[src/rtl/apb_pkg.sv]
// Shared APB definitions: requester state encoding and default bus widths
// common to the APB requester and the APB_slave it talks to.
package apb_pkg;

    localparam int unsigned APB_ADDR_W = 8;
    localparam int unsigned APB_DATA_W = 8;

    typedef enum logic [1:0] {
        StIdle   = 2'd0,
        StSetup  = 2'd1,
        StAccess = 2'd2
    } apb_state_e;

endpackage

[src/rtl/apb_master.sv]
// APB requester: accepts one command at a time, runs SETUP->ACCESS on the bus,
// waits for ready (with optional timeout) and reports completion via done/err.
module apb_master
    import apb_pkg::*;
#(
    parameter int unsigned ADDR_W  = APB_ADDR_W,
    parameter int unsigned DATA_W  = APB_DATA_W,
    parameter int unsigned TIMEOUT = 16
) (
    input  logic              clk,
    input  logic              rst,
    input  logic              req,
    input  logic              req_w_en,
    input  logic [ADDR_W-1:0] req_add,
    input  logic [DATA_W-1:0] req_data,
    output logic              req_ack,
    output logic              busy,
    output logic              done,
    output logic              err,
    output logic [DATA_W-1:0] rd_data,
    output logic              sel,
    output logic              enable,
    output logic              w_en,
    output logic [ADDR_W-1:0] add,
    output logic [DATA_W-1:0] wdata,
    input  logic              ready,
    input  logic [DATA_W-1:0] rdata
);

    // A one-bit counter is kept even when the timeout is disabled so widths stay legal.
    localparam int unsigned CntW = (TIMEOUT > 0) ? $clog2(TIMEOUT + 1) : 1;
    localparam logic [CntW-1:0] CntLast = CntW'((TIMEOUT > 0) ? TIMEOUT - 1 : 0);
    localparam logic [CntW-1:0] CntMax  = {CntW{1'b1}};

    apb_state_e          state_q, state_d;
    logic [CntW-1:0]     cnt_q, cnt_d;
    logic                sel_q, sel_d;
    logic                enable_q, enable_d;
    logic                w_en_q, w_en_d;
    logic [ADDR_W-1:0]   add_q, add_d;
    logic [DATA_W-1:0]   wdata_q, wdata_d;
    logic                done_q, done_d;
    logic                err_q, err_d;
    logic [DATA_W-1:0]   rd_data_q, rd_data_d;
    logic                accept;
    logic                timeout_hit;

    assign timeout_hit = (TIMEOUT != 0) && (cnt_q == CntLast);

    always_comb begin
        state_d   = state_q;
        cnt_d     = cnt_q;
        w_en_d    = w_en_q;
        add_d     = add_q;
        wdata_d   = wdata_q;
        done_d    = 1'b0;
        err_d     = 1'b0;
        rd_data_d = rd_data_q;
        accept    = 1'b0;

        unique case (state_q)
            StIdle: begin
                accept = req;
            end
            StSetup: begin
                state_d = StAccess;
            end
            StAccess: begin
                if (ready) begin
                    // ready wins over a timeout landing on the same edge
                    done_d = 1'b1;
                    if (!w_en_q) begin
                        rd_data_d = rdata;
                    end
                    if (req) begin
                        accept = 1'b1;
                    end else begin
                        state_d = StIdle;
                    end
                end else begin
                    if (cnt_q != CntMax) begin
                        cnt_d = cnt_q + CntW'(1);
                    end
                    if (timeout_hit) begin
                        state_d = StIdle;
                        done_d  = 1'b1;
                        err_d   = 1'b1;
                    end
                end
            end
            default: begin
                state_d = StIdle;
            end
        endcase

        if (accept) begin
            state_d = StSetup;
            cnt_d   = '0;
            w_en_d  = req_w_en;
            add_d   = req_add;
            wdata_d = req_data;
        end

        sel_d    = (state_d != StIdle);
        enable_d = (state_d == StAccess);
    end

    always_ff @(posedge clk) begin
        if (rst) begin
            state_q   <= StIdle;
            cnt_q     <= '0;
            sel_q     <= 1'b0;
            enable_q  <= 1'b0;
            w_en_q    <= 1'b0;
            add_q     <= '0;
            wdata_q   <= '0;
            done_q    <= 1'b0;
            err_q     <= 1'b0;
            rd_data_q <= '0;
        end else begin
            state_q   <= state_d;
            cnt_q     <= cnt_d;
            sel_q     <= sel_d;
            enable_q  <= enable_d;
            w_en_q    <= w_en_d;
            add_q     <= add_d;
            wdata_q   <= wdata_d;
            done_q    <= done_d;
            err_q     <= err_d;
            rd_data_q <= rd_data_d;
        end
    end

    assign req_ack = accept & ~rst;
    assign busy    = (state_q != StIdle);
    assign done    = done_q;
    assign err     = err_q;
    assign rd_data = rd_data_q;
    assign sel     = sel_q;
    assign enable  = enable_q;
    assign w_en    = w_en_q;
    assign add     = add_q;
    assign wdata   = wdata_q;

endmodule

[config.mk]
export PLATFORM = sky130hd
export DESIGN_NAME = apb_master
export DESIGN_NICKNAME = d
export VERILOG_FILES = /design/src/rtl/apb_pkg.sv /design/src/rtl/apb_master.sv
export SDC_FILE = /design/constraint.sdc
export NUM_CORES = 1
export LEC_CHECK = 0
export CORE_MARGIN = 4
export CORE_UTILIZATION = 30
export CTS_CLUSTER_DIAMETER = 30
export DETAILED_ROUTE_END_ITERATION = 8
export MAX_ROUTING_LAYER = met4
export SYNTH_ARGS = -nofsm -noshare
export SYNTH_HDL_FRONTEND = slang
export SYNTH_SLANG_ARGS = --single-unit
[constraint.sdc]
create_clock -name clk -period 3.3 [get_ports clk]
set_clock_uncertainty 0.2 [all_clocks]
set_input_delay 0.99 -clock clk [delete_from_list [all_inputs] [get_ports clk]]
set_output_delay 0.99 -clock clk [all_outputs]
set_load 0.02 [all_outputs]
; Yosys cells after proc, flatten, opt, wreduce, memory -nomap -nowiden
; Index checks and enable logic that the tools add are counted.
[word_totals]
out_inout_bits = 31
mem_bits_ro = 0
latchBits = 0
ramBits = 0
n_memories = 0
regBits = 36
[op_classes]
n_reduce_logical = 8
n_lt_le_gt_ge = 0
addsub = 1
eq_ne = 5
bitwise_logic = 5
mul = 0
n_mux = 10
div_mod_pow = 0
shift = 0
[op_table]
columns = operator, n
row1 = $mux 2, 4
row2 = $pmux 2 s3, 1
row3 = $reduce_and 3->1, 2
row4 = $add 5x1->5 const B, 1
row5 = $eq 5x4->1 const B, 1
row6 = $ne 5x5->1 const B, 1
row7 = $eq 2x2->1 const B, 2
row8 = $mux 1, 4
row9 = $not 1->1, 4
row10 = $reduce_bool 2->1, 2
row11 = $reduce_or 2->1, 2
row12 = $reduce_or 3->1, 1
row13 = $eq 2x1->1 const B, 1
row14 = $logic_not 2->1, 1
row15 = $pmux 1 s2, 1
row16 = $and 1x1->1, 1

; Depth between registers and ports, before layout
[logic_depth]
ltp_word = 6
depth_mapped = 6
depth_no_buf = 6

; Least setup slack after synthesis
; No wires, ideal clock.
[synth_path]
kind = input to output
start = input port req
end = output port req_ack
required_ns = 2.110
path_slack_ns = 0.318
stages = 4
arrival_time_ns = 1.792
n_path_buf = 2
path_cell_list = nor2b_1 -> and3b_1 -> buf_2 -> buf_2
[synth_between]
elab_chain_len = 4
[synth_lines]
columns = element, line
row1 = "start, declared", apb_master.sv:12  ; input logic req,
row2 = $mux 1, apb_master.sv:75  ; if (req) begin
row3 = $mux 1, apb_master.sv:69  ; if (ready) begin
row4 = $pmux 1 s2 *, apb_master.sv:61  ; unique case (state_q)
row5 = $and 1x1->1 *, apb_master.sv:134  ; assign req_ack = accept & ~rst;
row6 = "end, declared", apb_master.sv:16  ; output logic req_ack,
; Mark *: on every way between the ends. The rest lies on a longest branch, timed or not.

; Worst setup path in the final report
; Same ends and word-level chain as after synthesis.

==> impl_metrics.json <==
{
  "cts_tree": "built",
  "drc": 0,
  "synthXorXnorAreaFrac_pct": 0.688,
  "drtIter0Drc": 53,
  "num_rows": 23,
  "outcome": "complete, no violations",
  "cp-end-kind": "output port",
  "dieArea_um2": 5350,
  "worst_setup_path_start_kind": "input pin",
  "layout_worst_path_cycle_share_pct": 96.6,
  "synth_fa_ha_area_share_pct": 2.95,
  "final_common_cell": "clkdlybuf4s50_1",
  "fmax_mhz": 314,
  "first_pass_iters": 4,
  "crit_path_top_delay_cell": "clkdlybuf4s50_1",
  "worstMarginPinSlew_ps": 757,
  "setup_viol": 0,
  "wl_per_cell_um": 14.5,
  "grt_max_degree": 19,
  "synth_simple_gate_area_share_pct": 14.4,
  "hold_class": "reg -> reg",
  "grt_usage_pct": 13.5,
  "ys_seq_area_share_pct": 56.6,
  "num_vias": 1086,
  "dp_hpwl_um": 2550,
  "grt_pass1_vias": 1078,
  "ir_drop_uv": 290,
  "gp_congestion": 0.754,
  "syn_inst": 113,
  "start_util_pct": 31.4,
  "numCtsBuffers": 5,
  "muxShareOfSynthArea_pct": 6.29,
  "ys_ff_latch": 36,
  "clock_latency_ps": 290,
  "synth_compound_area_share_pct": 16.3,
  "powerDensity_nw_per_um2": 544,
  "dp_slack_ps": -347,
  "viasPerCell": 4.70,
  "yosysWarnings": 0,
  "startpoint": "req",
  "nets": 212,
  "wl_um": 3350,
  "worst_slew_margin_rel_pct": 49.5,
  "crit_family": "buffers and inverters",
  "cts.sinks": 36,
  "die_y_um": 73.1,
  "synth_top_family_by_area": "compound AO/OA/AOI/OAI gates",
  "htree_num_levels": 2,
  "slew_viol_final": 0,
  "regToRegStartpoint": "cnt_q[0]",
  "crit_type": "in -> out",
  "path_cells": "clkdlybuf4s50_1 -> nor2b_1 -> and3b_1 -> buf_2",
  "r2r_slack_ps": 1080,
  "timing.final.crit_period_ps": 3190,
  "ys_types": 27,
  "crit_buf_inv": 2,
  "layout-area-overhead-vs-synth_pct": 65.9,
  "maxCapViolCount": 0,
  "grt_pass1_wl_um": 5290,
  "crit_cells": 4,
  "cp.required_ps": 2110,
  "critPathArrivalTime_ps": 2000,
  "cts_root_buf": "clkbuf_8",
  "gr-total-overflow": 0,
  "mostFrequentLayoutCells": "clkdlybuf4s50_1 (58), dfxtp_1 (36), a22o_1 (17), nor2_1 (11), mux2i_1 (8)",
  "drtAntennaViolNets": 0,
  "io_pins": 60,
  "synth_nets": 145,
  "cp_slowest_stage_delay_ps": 460,
  "io_buffer_count": 59,
  "path_max_fanout": 2,
  "finalPower_mw": 1.15,
  "die_w_um": 73.1,
  "worst_r2r_endpoint": "cnt_q[3]",
  "synth.avg_cell_area_um2": 11.3,
  "layout-drive-gt1-share_pct": 12.2,
  "synth_area_um2": 1270,
  "diodes": 0,
  "crit_path_end": "req_ack",
  "core_area_um2": 4060,
  "r2r_cells": 6,
  "finalWorstSetupSlack_ps": 111,
  "final-hold-violation-count": 0,
  "rsz0062_at_grt": "no",
  "leakage_nw": 0.806,
  "grt_antenna_before_repair": 0,
  "path_clk_slew_ps": 70,
  "cts_buffer_depth": 2
}
[worst reg2reg max path: stages (launching register included)]
cell	delay (ps)
dfxtp_1	330
ha_1	210
and3_1	200
ha_1	200
or4b_4	510
or3_1	360
a21oi_1	140
[worst min path at each step]
stage,to,from,slack (ps),cells past startpoint
after floorplan,cnt_q[1],cnt_q[1],250,2
after global placement,wdata[2],wdata[2],260,1
after detailed placement,add[6],add[6],260,1
after CTS,add[6],add[6],280,1
after global routing,wdata[2],wdata[2],300,1
final,add[5],add[5],280,1
[synthesized netlist by cell type, drive strengths merged]
master	n	area share, %
o21ai	2	0.79
xnor2	1	0.69
nor4b	3	2.1
buf	4	1.6
or2b	1	0.59
or4b	2	1.9
a22o	17	12
a211oi	1	0.59
inv	2	0.59
or2	2	0.98
or3	2	0.98
nor4bb	1	0.79
nor2b	1	0.49
nand2	2	0.59
a21oi	6	2.7
nand3	1	0.39
and3	1	0.49
nand2b	1	0.49
nor2	11	3.2
mux2i	8	6.3
clkbuf	2	0.59
dfxtp	36	57
a21o	1	0.59
ha	3	3.0
and3b	2	1.4
[logic make-up (layout without fill, tap and decap cells)]
| family | Yosys count | count (layout) |
|---|---|---|
| flip-flops | 36 | 36 |
| AND/OR/NAND/NOR | 30 | 30 |
| AO/OA/AOI/OAI | 27 | 27 |
| multiplexers | 8 | 8 |
| buffers and inverters | 8 | 76 |
| adder cells (fa/ha/maj) | 3 | 3 |
| XOR/XNOR | 1 | 1 |
[report_power, final]
part,switching [mW],internal [mW],leakage [nW],total (mW)
clock,0.155,0.378,0.0784,0.533
combinational,0.0624,0.0854,0.434,0.148
sequential,0.0124,0.454,0.294,0.467
[per-layer routing]
metal	wire length, µm	track usage, %
met4	66	6.15
met2	1670	21.4
met1	1390	15.4
met5	0	-
met3	213	4.27
[state kept, by name (all words and copies together) (netlist names)]
| register | cells |
|---|---|
| wdata | 8 |
| cnt_q | 5 |
| state_q | 2 |
| sel | 1 |
| enable | 1 |
| done | 1 |
| add | 8 |
| w_en | 1 |
| rd_data | 8 |
| err | 1 |
[through the flow]
step	area (µm²)	cells	hold slack [ps]	utilization, %	TNS (ps)
6_report	2110	231	276	52.0	0
5_1_grt	2110	231	303	52.0	0
3_3_place_gp	1960	223	256	48.2	-328
4_1_cts	2120	231	279	52.2	0
3_5_place_dp	1960	223	257	48.2	-347
2_1_floorplan	1270	113	254	-	0
[final cells by class]
class	count	area (µm²)
clock buffer	5	68.8
clock inverter	3	90.1
sequential	36	721
fill	366	1950
timing repair buffer	66	638
multi-input combinational	69	523
inverter	2	7.51
tap	50	62.6
[repair_timing]
item,4_1_cts,5_1_grt
buffers inserted,0,0
pin swaps,0,0
hold buffers,0,0
setup endpoints to repair,1,1
resized for setup,3,1
(Power assumes the default switching activity.)
